## config.mk

```make
export PLATFORM = sky130hd
export DESIGN_NAME = keypad_encoder
export DESIGN_NICKNAME = d
export VERILOG_FILES = /design/src/rtl/keypad_pkg.sv /design/src/rtl/keypad_sweep.sv /design/src/rtl/keypad_encoder.sv
export SDC_FILE = /design/constraint.sdc
export NUM_CORES = 1
export LEC_CHECK = 0
export ABC_CLOCK_PERIOD_IN_PS = 6500
export BUFFER_PORTS_ARGS = -buffer_cell sky130_fd_sc_hd__buf_2
export CAP_MARGIN = 10
export CORE_MARGIN = 2
export CORE_UTILIZATION = 64
export DETAILED_ROUTE_END_ITERATION = 8
export GPL_TIMING_DRIVEN = 1
export PLACE_DENSITY = 0.87
export SYNTH_ARGS = -nofsm -noshare
export SYNTH_HDL_FRONTEND = slang
export SYNTH_SLANG_ARGS = --single-unit
```

## constraint.sdc

```tcl
create_clock -name clk -period 6.5 [get_ports clk]
set_clock_uncertainty 0.1 [all_clocks]
set_input_delay 0.975 -clock clk [delete_from_list [all_inputs] [get_ports clk]]
set_output_delay 0.975 -clock clk [all_outputs]
set_load 0.02 [all_outputs]
```

## src/rtl/keypad_pkg.sv

```systemverilog
// Shared keypad definitions: keycode constants, debounce and sweep-result enums.
// The calculator datapath imports the same keycode constants.
package keypad_pkg;

    localparam int NUM_ROWS = 5;
    localparam int NUM_COLS = 4;

    localparam logic [4:0] KC_PLUS       = 5'b00001;
    localparam logic [4:0] KC_TIMES      = 5'b00010;
    localparam logic [4:0] KC_EQUALS     = 5'b00011;
    localparam logic [4:0] KC_CA         = 5'b00100;
    localparam int         KC_DIGIT_FLAG = 4;

    typedef enum logic [1:0] {
        IDLE,
        PRESS,
        HELD,
        RELEASE
    } dbState_e;

    typedef enum logic [1:0] {
        NONE,
        ONE,
        MULTI
    } sweepResult_e;

    // Rows 0..3 carry hex digits 4r+c; row 4 carries the function keys.
    function automatic logic [4:0] keyCodeOf(input logic [2:0] row, input logic [1:0] col);
        logic [4:0] kc;
        kc = {1'b1, row[1:0], col};
        if (row == 3'd4) begin
            case (col)
                2'd0:    kc = KC_PLUS;
                2'd1:    kc = KC_TIMES;
                2'd2:    kc = KC_EQUALS;
                default: kc = KC_CA;
            endcase
        end
        return kc;
    endfunction

endpackage

```

## src/rtl/keypad_sweep.sv

```systemverilog
// Column scanner: synchronizes the rows, rotates the column drive and classifies
// each full 4-column sweep as NONE, ONE(code) or MULTI.
module keypad_sweep
    import keypad_pkg::*;
#(
    parameter int SETTLE_CYCLES = 50
) (
    input  logic         clk,
    input  logic         rst_n,
    input  logic [4:0]   row_n,
    output logic [3:0]   col_n,
    output logic         sweep_done,
    output sweepResult_e result,
    output logic [4:0]   code
);

    localparam int SW = (SETTLE_CYCLES > 1) ? $clog2(SETTLE_CYCLES) : 1;

    logic [4:0]    rowMeta_q, rowSync_q;
    logic [1:0]    colIdx_q, colIdx_d;
    logic [SW-1:0] settleCnt_q, settleCnt_d;
    logic [1:0]    hits_q, hits_d;
    logic [4:0]    codeCap_q, codeCap_d;
    logic          sweepDone_q, sweepDone_d;
    sweepResult_e  result_q, result_d;
    logic [4:0]    codeOut_q, codeOut_d;

    logic          lastCycle;
    logic [4:0]    rowLow;
    logic [2:0]    colHits;
    logic [2:0]    sumHits;
    logic [1:0]    nextHits;
    logic [4:0]    colCode;
    logic          firstHit;

    assign col_n      = ~(4'b0001 << colIdx_q);
    assign sweep_done = sweepDone_q;
    assign result     = result_q;
    assign code       = codeOut_q;

    assign lastCycle = (settleCnt_q == SW'(SETTLE_CYCLES - 1));
    assign rowLow    = ~rowSync_q;

    always_comb begin
        colHits = '0;
        colCode = '0;
        for (int r = NUM_ROWS - 1; r >= 0; r--) begin
            colHits = colHits + 3'(rowLow[r]);
            if (rowLow[r]) begin
                colCode = keyCodeOf(3'(r), colIdx_q);
            end
        end
    end

    // Hit count saturates at 2: anything beyond "more than one key" is irrelevant.
    assign sumHits  = {1'b0, hits_q} + colHits;
    assign nextHits = (sumHits >= 3'd2) ? 2'd2 : sumHits[1:0];
    assign firstHit = (colHits == 3'd1) && (hits_q == 2'd0);

    always_comb begin
        settleCnt_d = settleCnt_q + 1'b1;
        colIdx_d    = colIdx_q;
        hits_d      = hits_q;
        codeCap_d   = codeCap_q;
        sweepDone_d = 1'b0;
        result_d    = result_q;
        codeOut_d   = codeOut_q;
        if (lastCycle) begin
            settleCnt_d = '0;
            colIdx_d    = colIdx_q + 2'd1;
            hits_d      = nextHits;
            if (firstHit) begin
                codeCap_d = colCode;
            end
            if (colIdx_q == 2'd3) begin
                sweepDone_d = 1'b1;
                hits_d      = '0;
                codeOut_d   = firstHit ? colCode : codeCap_q;
                case (nextHits)
                    2'd0:    result_d = NONE;
                    2'd1:    result_d = ONE;
                    default: result_d = MULTI;
                endcase
            end
        end
    end

    always_ff @(posedge clk or negedge rst_n) begin
        if (!rst_n) begin
            rowMeta_q   <= '1;
            rowSync_q   <= '1;
            colIdx_q    <= '0;
            settleCnt_q <= '0;
            hits_q      <= '0;
            codeCap_q   <= '0;
            sweepDone_q <= 1'b0;
            result_q    <= NONE;
            codeOut_q   <= '0;
        end else begin
            rowMeta_q   <= row_n;
            rowSync_q   <= rowMeta_q;
            colIdx_q    <= colIdx_d;
            settleCnt_q <= settleCnt_d;
            hits_q      <= hits_d;
            codeCap_q   <= codeCap_d;
            sweepDone_q <= sweepDone_d;
            result_q    <= result_d;
            codeOut_q   <= codeOut_d;
        end
    end

endmodule

```

## src/rtl/keypad_encoder.sv

```systemverilog
// Keypad encoder top: debounces the per-sweep result and emits a one-cycle
// newkey pulse with a held keycode for each accepted press.
module keypad_encoder
    import keypad_pkg::*;
#(
    parameter int SETTLE_CYCLES  = 50,
    parameter int DEBOUNCE_SCANS = 250
) (
    input  logic       clk,
    input  logic       rst_n,
    input  logic [4:0] row_n,
    output logic [3:0] col_n,
    output logic       newkey,
    output logic [4:0] keycode
);

    localparam int CW          = $clog2(DEBOUNCE_SCANS + 1);
    localparam bit SINGLE_SCAN = (DEBOUNCE_SCANS == 1);

    logic         sweepDone;
    sweepResult_e sweepResult;
    logic [4:0]   sweepCode;

    dbState_e     state_q, state_d;
    logic [CW-1:0] cnt_q, cnt_d;
    logic [4:0]   cand_q, cand_d;
    logic         newkey_q, newkey_d;
    logic [4:0]   keycode_q, keycode_d;

    logic [CW-1:0] cntInc;
    logic          cntFull;

    keypad_sweep #(
        .SETTLE_CYCLES(SETTLE_CYCLES)
    ) u_sweep (
        .clk       (clk),
        .rst_n     (rst_n),
        .row_n     (row_n),
        .col_n     (col_n),
        .sweep_done(sweepDone),
        .result    (sweepResult),
        .code      (sweepCode)
    );

    assign cntInc  = cnt_q + 1'b1;
    assign cntFull = (cntInc == CW'(DEBOUNCE_SCANS));

    // The FSM only advances on sweep boundaries, so cnt counts whole sweeps.
    always_comb begin
        state_d   = state_q;
        cnt_d     = cnt_q;
        cand_d    = cand_q;
        newkey_d  = 1'b0;
        keycode_d = keycode_q;
        if (sweepDone) begin
            case (state_q)
                IDLE: begin
                    if (sweepResult == ONE) begin
                        cand_d = sweepCode;
                        cnt_d  = CW'(1);
                        if (SINGLE_SCAN) begin
                            keycode_d = sweepCode;
                            newkey_d  = 1'b1;
                            state_d   = HELD;
                        end else begin
                            state_d = PRESS;
                        end
                    end
                end
                PRESS: begin
                    if (sweepResult == ONE) begin
                        if (sweepCode == cand_q) begin
                            cnt_d = cntInc;
                            if (cntFull) begin
                                keycode_d = cand_q;
                                newkey_d  = 1'b1;
                                state_d   = HELD;
                            end
                        end else begin
                            cand_d = sweepCode;
                            cnt_d  = CW'(1);
                        end
                    end else begin
                        state_d = IDLE;
                    end
                end
                HELD: begin
                    if (sweepResult == NONE) begin
                        cnt_d   = CW'(1);
                        state_d = SINGLE_SCAN ? IDLE : RELEASE;
                    end
                end
                RELEASE: begin
                    if (sweepResult == NONE) begin
                        cnt_d = cntInc;
                        if (cntFull) begin
                            state_d = IDLE;
                        end
                    end else begin
                        state_d = HELD;
                    end
                end
                default: state_d = IDLE;
            endcase
        end
    end

    always_ff @(posedge clk or negedge rst_n) begin
        if (!rst_n) begin
            state_q   <= IDLE;
            cnt_q     <= '0;
            cand_q    <= '0;
            newkey_q  <= 1'b0;
            keycode_q <= '0;
        end else begin
            state_q   <= state_d;
            cnt_q     <= cnt_d;
            cand_q    <= cand_d;
            newkey_q  <= newkey_d;
            keycode_q <= keycode_d;
        end
    end

    assign newkey  = newkey_q;
    assign keycode = keycode_q;

endmodule

```

==> results.py, run 1 <==
metrics = {
    "power": {
        "p_comb_frac": 0.067,
        "fin_total_pwr_w": 0.000573,
        "power_switching_w": 0.000139,
        "power_frac_clock": 0.334,
        "leakage_nw": 1.32,
        "ir_worst_vdd_mv": 0.159,
        "pwr-share-seq": 0.600,
        "p_int_w": 0.000434,
        "power_per_cell_area_mw_per_mm2": 206,
        "switching_share": 0.243,
    },
    "place": {
        "dp.cells": 303,
        "port_buffers": 16,
        "place.gp.congestion": 0.765,
        "dp_hpwl_mm": 3.01,
    },
    "detailed_routing": {
        "vias_per_cell": 5.63,
        "vias": 1750,
        "finalWirelength_mm": 4.17,
        "dr.pass1.iters": 4,
        "drc": 0,
        "wl_per_cell_um": 13.4,
        "ant_nets": 0,
        "drt_iter0_markers": 182,
    },
    "setup_path": {
        "r2r_cells": 10,
        "cp_top_family": "adder cells",
        "crit-reg2reg-launch": "u_sweep.rowSync_q[3]",
        "worst-path-max-fanout": 9,
        "start_kind": "register",
        "worst_r2r_endpoint": "u_sweep.code[3]",
        "slowest_delay_ns": 0.55,
        "r2r_slack_ns": 3.18,
        "cp-end-kind": "register",
        "worstSetupPathType": "reg2reg",
        "slowest_stage": "dfstp_2",
        "crit_required_ns": 6.64,
        "path_buf_inv": 2,
        "cp_cell_sequence": "inv_1, ha_1, fa_1, ha_1, inv_1, fa_1, nand4_1, a2111oi_0, a21oi_1, o21ai_0",
        "cp.arrival_ns": 3.45,
    },
    "cells_and_area": {
        "final_nets": 281,
        "drive_gt1_frac": 0.176,
        "postLayoutCoreUtil": 0.707,
        "stdcell_count": 311,
        "syn_to_final_growth_pct": 8.21,
        "n_antenna_cell": 0,
    },
    "logic_synthesis": {
        "synth_ff_type": "dfrtp_1",
        "netlist_instances": 242,
        "ys_seq_area_frac": 0.530,
        "syn_area_mm2": 0.00257,
        "synth-seq-cells": 54,
        "synth_area_leaders": "dfrtp_1 (43%), dfstp_2 (10%), ha_1 (5.3%)",
        "synth_cell_types": 42,
        "syn_area_per_cell_um2": 10.6,
        "synth_nets": 263,
        "synth_edf_count": 0,
        "yosysTopAreaCell": "dfrtp_1",
        "synth_top_area_share": 0.428,
        "ys_warn_count": 0,
        "async_flop_share": 1.00,
    },
    "clocking": {
        "clock-sinks": 54,
        "postCtsResizedCells": 0,
        "cts_hold_buf": 0,
        "cts_tree": "done",
        "clock_latency_ns": 0.31,
        "cts_root_buf": "clkbuf_8",
        "cts_max_path_buffers": 2,
        "cts_made_buffers": 5,
        "post_cts.repair.setup_buffers": 0,
        "clk_pin_slew_ns": 0.10,
        "h-tree-depth": 2,
    },
    "sta": {
        "layout_min_cycle_time_ns": 3.32,
        "period_share": 0.510,
        "finalHoldViolations": 0,
        "rsz0062_at_grt": "false",
        "setup_viol": 0,
        "timing.slew.headroom": 0.380,
        "worst_slew_pin_slew_ns": 0.930,
        "finalSetupTns_ns": 0,
        "max_freq_ghz": 0.301,
        "drv_slew": 0,
    },
    "worst_hold_path": {
        "min_path_cells": 0,
        "hold_class": "reg2reg",
        "holdPathEnd": "u_sweep.rowSync_q[3]",
        "min_from": "u_sweep.rowMeta_q[3]",
    },
    "global_route": {
        "grt.total_usage": 0.216,
        "antenna_found_initial": 0,
        "grt_pass1_vias": 1616,
        "grt_first_pass_wirelength_mm": 7.21,
        "grt_max_degree": 55,
        "overflow": 0,
    },
    "die": {
        "die_y_um": 67.4,
        "io_pins": 17,
        "core_mm2": 0.00394,
        "rows": 23,
        "fp.dieW_um": 67.4,
        "initial_core_util": 0.653,
        "die-area_mm2": 0.00455,
    },
    "job": {
        "max_cap_viol_count": 0,
    },
    "status": {
        "status": "complete, no violations",
    },
}
-- registers in the layout, summed over array words and instances (netlist names), 2 cells and up --
name / flops
u_sweep.settleCnt_q: 6
u_sweep.code: 5
u_sweep.rowSync_q: 5
state_q: 2
u_sweep.rowMeta_q: 5
u_sweep.hits_q: 2
cand_q: 5
keycode: 5
cnt_q: 8
u_sweep.colIdx_q: 2
u_sweep.result: 2
u_sweep.codeCap_q: 5
-- logic make-up after synthesis --
group           count (synthesis)  share of synthesized area
flops                          54                      0.530
simple gates                   81                      0.153
fa+ha+maj                      14                     0.0768
mux                            13                     0.0559
buf+inv                        27                     0.0428
compound gates                 40                     0.0977
xor+xnor                       13                     0.0442
-- cell type report --
cell class              count  area (um^2)
clock inverters             3         23.8
clock buffers               5         68.8
inverters                  21         78.8
flip-flops and latches     54         1360
fillers                   285         1160
well taps                  50         62.6
repair buffers             17         87.6
multi-input cells         161         1100
-- routing by layer --
| layer | track usage | share of wire | up-vias |
|---|---|---|---|
| met3 | 0.0550 | 0.039 | 5 |
| met5 | 0 | 0 | - |
| met4 | 0.0765 | 0.016 | 0 |
| met1 | 0.270 | 0.45 | 858 |
| met2 | 0.365 | 0.50 | 29 |
| li1 | - | - | 858 |
-- metrics by stage --
step	hold slack, ns	instance area [um^2]	setup slack, ns
3_3_place_gp	0.245	2690	3.35
4_1_cts	0.262	2790	3.17
5_1_grt	0.266	2790	2.86
3_5_place_dp	0.249	2690	3.19
6_report	0.257	2790	3.18
2_1_floorplan	0.245	2570	3.41
-- worst max path at each step --
stage                         startpoint                    to  cells past startpoint
finish              u_sweep.rowSync_q[3]       u_sweep.code[3]                     10
global route        u_sweep.rowSync_q[3]  u_sweep.codeCap_q[3]                     10
CTS                 u_sweep.rowSync_q[3]       u_sweep.code[3]                     10
detailed placement  u_sweep.rowSync_q[3]     u_sweep.hits_q[0]                     12
global placement    u_sweep.rowSync_q[3]     u_sweep.hits_q[0]                     12
floorplan           u_sweep.rowSync_q[3]     u_sweep.hits_q[0]                     12
-- Yosys cell counts, types with 2 or more instances --
master / count
mux2_2: 10
o21ai_0: 11
xor2_1: 2
dfrtp_1: 44
a21boi_0: 2
a21oi_1: 10
fa_1: 3
buf_4: 2
dfstp_2: 10
nand4_1: 7
o22ai_1: 2
nand2b_1: 2
a2111oi_0: 2
a31oi_1: 2
o31ai_1: 2
nand3_1: 8
nor2_1: 15
mux2i_1: 2
inv_1: 21
ha_1: 11
clkbuf_1: 3
a21o_1: 3
nor2b_1: 4
and3_1: 5
nand2_1: 32
xnor2_1: 11
-- placed cells by master, fill, tap and decap left out, drive strengths merged, types with 2 or more instances in the layout --
| master | count |
|---|---|
| mux2 | 11 |
| clkbuf | 5 |
| a21oi | 10 |
| a2111oi | 2 |
| and2 | 2 |
| buf | 17 |
| nand2 | 32 |
| a21o | 3 |
| ha | 11 |
| mux2i | 2 |
| nand3 | 8 |
| fa | 3 |
| inv | 22 |
| o22ai | 2 |
| nor2 | 15 |
| nand2b | 2 |
| a21boi | 2 |
| o31ai | 2 |
| clkinvlp | 2 |
| nor2b | 4 |
| and3 | 5 |
| o21ai | 11 |
| dfstp | 10 |
| a31oi | 2 |
| dfrtp | 44 |
| xor2 | 2 |
| nand4 | 7 |
| xnor2 | 11 |
-- power by group through the flow --
stage,Clock [W],Sequential [W],Combinational [W]
final,0.000191,0.000344,0.0000381
after global routing,0.000209,0.000345,0.0000446
after CTS,0.000196,0.000344,0.0000391
after detailed placement,0,0.000350,0.0000388
after global placement,0,0.000350,0.0000357
after floorplan,0,0.000350,0.0000239
Power figures use the tool's default switching activity.
==> run 2: changes to the inputs <==
--- a/config.mk
+++ b/config.mk
@@ -5,14 +5,15 @@
 export SDC_FILE = /design/constraint.sdc
 export NUM_CORES = 1
 export LEC_CHECK = 0
-export ABC_CLOCK_PERIOD_IN_PS = 6500
+export ABC_AREA = 1
+export ABC_CLOCK_PERIOD_IN_PS = 2900
 export BUFFER_PORTS_ARGS = -buffer_cell sky130_fd_sc_hd__buf_2
 export CAP_MARGIN = 10
 export CORE_MARGIN = 2
-export CORE_UTILIZATION = 64
+export CORE_UTILIZATION = 54
 export DETAILED_ROUTE_END_ITERATION = 8
 export GPL_TIMING_DRIVEN = 1
-export PLACE_DENSITY = 0.87
+export PLACE_DENSITY = 0.78
 export SYNTH_ARGS = -nofsm -noshare
 export SYNTH_HDL_FRONTEND = slang
 export SYNTH_SLANG_ARGS = --single-unit
==> constraint.sdc (replaced) <==
create_clock -name clk -period 2.9 [get_ports clk]
set_clock_uncertainty 0.1 [all_clocks]
set_input_delay 0.435 -clock clk [delete_from_list [all_inputs] [get_ports clk]]
set_output_delay 0.435 -clock clk [all_outputs]
set_load 0.02 [all_outputs]
==> run 2 against run 1 <==
- the flow now finishes with violations (setup timing)
- critical path depth increased by 3
- wire length is 1.0% lower
- combinational power increased to 3.6 times the previous value
- die area increased by 20%
- sequential cell count is the same
- non-clock buffer count up 8
- first-iteration DRC count fell by 20%
- clock-buffer cell count grew 1
==> results.py, run 2 <==
metrics = {
    "sta": {
        "holdWs_ns": 0.119,
        "rsz0062_at_grt": "true",
        "worst_slew_pin_slew_ns": 0.950,
        "max_freq_ghz": 0.328,
        "setup_ws_ns": -0.144,
        "drv_slew": 0,
        "finalHoldViolations": 0,
        "layout_min_cycle_time_ns": 3.04,
        "setup_viol": 11,
        "period_share": 1.05,
        "timing.slew.headroom": 0.367,
        "finalSetupTns_ns": -0.720,
    },
    "cells_and_area": {
        "top_regs": "cnt_q x8, u_sweep.settleCnt_q x6",
        "largest-register": "cnt_q",
        "layout_common_cells": "nand2_1 (73), inv_1 (44), dfrtp_1 (44), o21ai_0 (19), nor2_1 (17)",
        "nFillCells": 389,
        "mostFrequentLayoutCell": "nand2_1",
        "n_antenna_cell": 0,
        "stdcell_count": 394,
        "syn_to_final_growth_pct": 14.6,
        "drive_gt1_frac": 0.205,
        "final_nets": 348,
        "largest_reg_flops": 8,
    },
    "clocking": {
        "cts_root_buf": "clkbuf_8",
        "clock_latency_ns": 0.30,
        "h-tree-depth": 2,
        "cts_max_path_buffers": 2,
        "clk_pin_slew_ns": 0.09,
        "clock-sinks": 54,
        "cts_made_buffers": 5,
        "cts_tree": "done",
    },
    "logic_synthesis": {
        "synth_nets": 317,
        "synth_area_leaders": "dfrtp_1 (42%), nand2_1 (10%), dfstp_2 (9.9%)",
        "syn_area_mm2": 0.00264,
        "yosysTopAreaCell": "dfrtp_1",
        "netlist_instances": 296,
        "syn_area_per_cell_um2": 8.92,
        "synth_cell_types": 30,
        "async_flop_share": 1.00,
        "synth-seq-cells": 54,
        "synth_ff_type": "dfrtp_1",
        "synth_top_area_share": 0.417,
        "ys_seq_area_frac": 0.516,
        "synth_commonest_cells": "nand2_1 (73), inv_1 (46), dfrtp_1 (44), o21ai_0 (31)",
        "synth_most_common_cell": "nand2_1",
        "synth_edf_count": 0,
        "ys_warn_count": 0,
    },
    "detailed_routing": {
        "wl_per_cell_um": 10.5,
        "dr.pass1.iters": 4,
        "drt_iter0_markers": 146,
        "vias": 1921,
        "drc": 0,
        "ant_nets": 0,
        "vias_per_cell": 4.88,
        "finalWirelength_mm": 4.13,
    },
    "place": {
        "port_buffers": 16,
        "dp_hpwl_mm": 3.05,
        "dp.cells": 384,
        "place.gp.congestion": 0.842,
        "pre_cts_slack_ns": -0.212,
    },
    "power": {
        "power_per_cell_area_mw_per_mm2": 467,
        "leakage_nw": 1.43,
        "fin_total_pwr_w": 0.00141,
        "ir_worst_vdd_mv": 0.302,
    },
    "die": {
        "core_mm2": 0.00472,
        "io_pins": 17,
        "fp.dieW_um": 73.9,
        "initial_core_util": 0.559,
        "rows": 25,
        "die-area_mm2": 0.00547,
        "die_y_um": 73.9,
    },
    "global_route": {
        "grt.total_usage": 0.181,
        "grt_max_degree": 46,
        "overflow": 0,
        "grt_pass1_vias": 1817,
        "grt_first_pass_wirelength_mm": 7.57,
        "antenna_found_initial": 0,
    },
    "setup_path": {
        "worst-path-max-fanout": 2,
        "cp-end-kind": "register",
        "start_kind": "register",
        "cp.arrival_ns": 3.14,
        "crit_required_ns": 2.99,
        "worstSetupPathType": "reg2reg",
    },
    "status": {
        "violations": "setup timing",
        "status": "finished, violations left",
    },
    "worst_hold_path": {
        "hold_class": "in2reg",
    },
    "job": {
        "max_cap_viol_count": 0,
    },
}
## run 2: cell count changes in the layout (fill, tap and decap cells not counted), sizes merged, moves of 6 or more
| cell | delta |
|---|---|
| a21oi | -6 |
| nand2 | +42 |
| nand3 | +13 |
| inv | +26 |
| mux2 | -11 |
| o21ai | +24 |
| xnor2 | -10 |
| buf | +8 |
## run 2: worst paths after layout
path / endpoint / depth (start not counted) / slack, ns / start
hold / removal: u_sweep.rowMeta_q[4] / 1 / 0.12 / row_n[4]
hold reg to reg: u_sweep.rowSync_q[0] / 0 / 0.26 / u_sweep.rowMeta_q[0]
min in group asynchronous: cnt_q[3] / 1 / 0.16 / rst_n
max in group asynchronous: u_sweep.rowMeta_q[2] / 2 / 1.74 / rst_n
setup / recovery: u_sweep.result[0] / 13 / -0.14 / u_sweep.rowSync_q[4]
setup reg to reg: u_sweep.result[0] / 13 / -0.14 / u_sweep.rowSync_q[4]
## run 2: where the power goes
part	internal, W	total [W]	leakage, nW	switching [W]
Clock	0.000276	0.000506	0.0573	0.000230
Combinational	0.0000639	0.000138	0.664	0.0000744
Sequential	0.000767	0.000771	0.708	0.00000318
Total	0.00111	0.00141	1.43	0.000307
## run 2: per-stage QoR
step,utilization,cell area [um^2]
6_report,0.641,3030
5_1_grt,0.641,3030
4_1_cts,0.637,3010
3_5_place_dp,0.607,2870
3_3_place_gp,0.607,2870
2_1_floorplan,-,2660
## run 2: layout make-up
| cell class | instances | area, um^2 | share of cell area |
|---|---|---|---|
| Clock buffer | 6 | 82.6 | 0.0273 |
| Clock inverter | 1 | 30.0 | 0.00992 |
| Inverter | 49 | 184 | 0.0608 |
| Multi-Input combinational cell | 192 | 1130 | 0.372 |
| Sequential cell | 54 | 1360 | 0.451 |
| Tap cell | 67 | 83.8 | 0.0277 |
| Timing Repair Buffer | 25 | 155 | 0.0513 |
## run 2: cell families after synthesis
| group | after synthesis | share of synthesized area |
|---|---|---|
| AOI/OAI and AO/OA | 47 | 0.0976 |
| xor gates and xnor gates | 7 | 0.0232 |
| adders and majority gates | 14 | 0.0748 |
| buffers and inverters | 50 | 0.0711 |
| DFF | 54 | 0.516 |
| and+or+nand+nor | 124 | 0.217 |
## run 2: metal layers
layer | vias to the layer above | GRT usage | wire, um
li1 | 1000 | - | -
met2 | 26 | 0.298 | 1950
met4 | 0 | 0.0667 | 64
met1 | 889 | 0.231 | 1980
met5 | - | 0 | 0
met3 | 6 | 0.0488 | 130
## run 2: critical path, stage by stage (launching register included)
cell,delay [ns]
dfstp_2,0.54
inv_2,0.05
ha_4,0.23
fa_1,0.48
ha_1,0.13
inv_1,0.04
fa_1,0.49
inv_1,0.06
fa_2,0.51
nor2_1,0.04
nand2_1,0.06
inv_1,0.05
nand2_1,0.08
o21ai_1,0.06
## run 2: repair_timing
action,4_1_cts,5_1_grt
resized for setup,12,6
endpoints found under the hold margin,0,0
pin swaps,5,1
hold buffers,0,0
buffers inserted,2,1
setup endpoints to repair,14,14
==> run 3: changes to the inputs <==
--- a/config.mk
+++ b/config.mk
@@ -10,10 +10,10 @@
 export BUFFER_PORTS_ARGS = -buffer_cell sky130_fd_sc_hd__buf_2
 export CAP_MARGIN = 10
 export CORE_MARGIN = 2
-export CORE_UTILIZATION = 54
+export CORE_UTILIZATION = 23
 export DETAILED_ROUTE_END_ITERATION = 8
 export GPL_TIMING_DRIVEN = 1
-export PLACE_DENSITY = 0.78
+export PLACE_DENSITY = 0.42
 export SYNTH_ARGS = -nofsm -noshare
 export SYNTH_HDL_FRONTEND = slang
 export SYNTH_SLANG_ARGS = --single-unit
==> constraint.sdc (replaced) <==
create_clock -name clk -period 2.9 [get_ports clk]
set_clock_uncertainty 0.1 [all_clocks]
set_input_delay 0.435 -clock clk [delete_from_list [all_inputs] [get_ports clk]]
set_output_delay 0.435 -clock clk [all_outputs]
set_load 0.005 [all_outputs]
==> run 3 against run 2 <==
- the flow finishes with violations (hold timing, setup timing)
- cell area rose by 6.2%
- first-iteration DRC count is 22% lower
- clock-buffer cell count shrank 1
- register-to-register slack worse by 0.04 ns
- hold slack lost 0.12 ns
- setup slack got worse by 0.045 ns
- combinational power increased by 11%
- critical path depth stayed put
- via count increased by 2.6%
- sequential cell count did not move
- clock power up 40%
==> results.py, run 3 (synthesized netlist as in run 2, its figures left out) <==
metrics = {
    "status": {
        "status": "finished, violations left",
        "violations": "hold timing, setup timing",
    },
    "cells_and_area": {
        "largest-register": "cnt_q",
        "n_antenna_cell": 0,
        "stdcell_count": 474,
        "mostFrequentLayoutCell": "nand2_1",
        "postLayoutCoreUtil": 0.284,
        "top_regs": "cnt_q x8, u_sweep.settleCnt_q x6",
        "drive_gt1_frac": 0.230,
        "syn_to_final_growth_pct": 21.7,
        "layout_common_cells": "nand2_1 (72), dfrtp_1 (44), inv_1 (41), o21ai_0 (24)",
        "largest_reg_flops": 8,
        "final_nets": 351,
        "final_cell_area_mm2": 0.00321,
    },
    "sta": {
        "finalSetupTns_ns": -1.11,
        "layout_min_cycle_time_ns": 3.09,
        "period_share": 1.07,
        "rsz0062_at_grt": "true",
        "setup_ws_ns": -0.189,
        "drv_slew": 0,
        "timing.slew.headroom": 0.587,
        "holdWs_ns": -0.00234,
        "finalHoldViolations": 7,
        "worst_slew_pin_slew_ns": 0.617,
        "setup_viol": 13,
        "max_freq_ghz": 0.324,
    },
    "power": {
        "leakage_nw": 1.47,
        "power_per_cell_area_mw_per_mm2": 508,
        "ir_worst_vdd_mv": 0.268,
    },
    "setup_path": {
        "crit_top_cell": "inv_2",
        "path_buf_inv": 4,
        "start_kind": "register",
        "crit_required_ns": 2.98,
        "cp_cell_sequence": "inv_2, ha_4, fa_1, ha_1, inv_2, fa_1, inv_2, fa_2, nor2_1, nand2_1, buf_4, nand2_1, o21ai_0",
        "crit-reg2reg-launch": "u_sweep.rowSync_q[4]",
        "slowest_delay_ns": 0.54,
        "worstSetupPathType": "reg2reg",
        "crit_path_start": "u_sweep.rowSync_q[4]",
        "cp_top_family": "adder cells",
        "slowest_stage": "dfstp_2",
        "cp-end-kind": "register",
        "cp.arrival_ns": 3.17,
        "worst-path-max-fanout": 2,
    },
    "clocking": {
        "h-tree-depth": 2,
        "clock-sinks": 54,
        "clk_pin_slew_ns": 0.08,
        "cts_hold_buf": 0,
        "cts_made_buffers": 5,
        "cts_max_path_buffers": 2,
        "cts_tree": "done",
        "clock_latency_ns": 0.30,
        "cts_root_buf": "clkbuf_16",
    },
    "place": {
        "place.gp.congestion": 0.737,
        "dp.cells": 463,
        "dp_hpwl_mm": 3.74,
        "dpl_cell_area_mm2": 0.00300,
        "port_buffers": 16,
    },
    "global_route": {
        "grt.total_usage": 0.0920,
        "overflow": 0,
        "grt_pass1_vias": 2007,
        "antenna_found_initial": 0,
        "grt_first_pass_wirelength_mm": 9.40,
        "grt_max_degree": 22,
    },
    "detailed_routing": {
        "drt_iter0_markers": 114,
        "wl_per_cell_um": 10.9,
        "drc": 0,
        "ant_nets": 0,
        "vias": 1971,
        "finalWirelength_mm": 5.15,
        "dr.pass1.iters": 4,
        "vias_per_cell": 4.16,
    },
    "die": {
        "fp.dieW_um": 111,
        "rows": 39,
        "die-area_mm2": 0.0124,
        "io_pins": 17,
        "die_y_um": 111,
        "core_mm2": 0.0113,
        "initial_core_util": 0.233,
    },
    "job": {
        "max_cap_viol_count": 0,
    },
    "worst_hold_path": {
        "hold_class": "in2async",
    },
}
-- run 3: cell count changes in the layout (fill, tap and decap cells not counted), moves of 2 or more --
cell	before	now
o21ai_1	11	4
clkbuf_8	6	0
clkbuf_16	0	5
o21ai_0	19	24
buf_4	7	11
inv_1	44	41
inv_2	4	7
buf_6	2	0
inv_6	0	2
o21ai_2	5	7
-- run 3: final cells by class --
class | count | area [um^2]
repair buffers | 28 | 183
well taps | 143 | 179
flip-flops and latches | 54 | 1360
clock buffers | 5 | 125
multi-input cells | 192 | 1130
clock inverters | 3 | 47.5
fillers | 1221 | 8110
inverters | 49 | 184
-- run 3: what timing repair did --
action / CTS / global route
gates resized for setup: 6 / 10
setup endpoints to repair: 14 / 14
pin swaps: 7 / 5
buffers inserted: 2 / 1
-- run 3: per-layer routing --
| layer | track usage | part of all wire | vias up |
|---|---|---|---|
| li1 | - | - | 1011 |
| met1 | 0.124 | 0.50 | 922 |
| met2 | 0.147 | 0.46 | 34 |
| met3 | 0.0262 | 0.036 | 4 |
| met4 | 0.0222 | 0.0093 | 0 |
| met5 | 0 | 0 | - |
-- run 3: where the power goes --
group | internal [W] | switching, W | total [W]
combinational | 0.0000696 | 0.0000836 | 0.000153
clock | 0.000414 | 0.000295 | 0.000710
sequential | 0.000767 | 0.00000322 | 0.000771
-- run 3: worst paths after layout --
kind                                        endpoint  slack [ns]  cells past startpoint
worst max-delay path               u_sweep.result[1]       -0.19                     13
worst min-delay path            u_sweep.codeCap_q[4]      -0.002                      1
worst max register to register     u_sweep.result[1]       -0.19                     13
worst min register to register  u_sweep.rowSync_q[3]        0.26                      0
max in group asynchronous       u_sweep.rowSync_q[0]        2.04                      2
min in group clk                u_sweep.rowMeta_q[2]        0.13                      1
-- run 3: metrics by stage --
step	worst slack, ns	total power [W]	hold WS [ns]
after global placement	-0.150	0.000909	0.245
final	-0.189	0.00163	-0.00234
after detailed placement	-0.198	0.000911	0.247
after CTS	-0.162	0.00164	0.0151
after global routing	-0.278	0.00170	0.0208
after floorplan	-0.0712	0.000847	0.0394
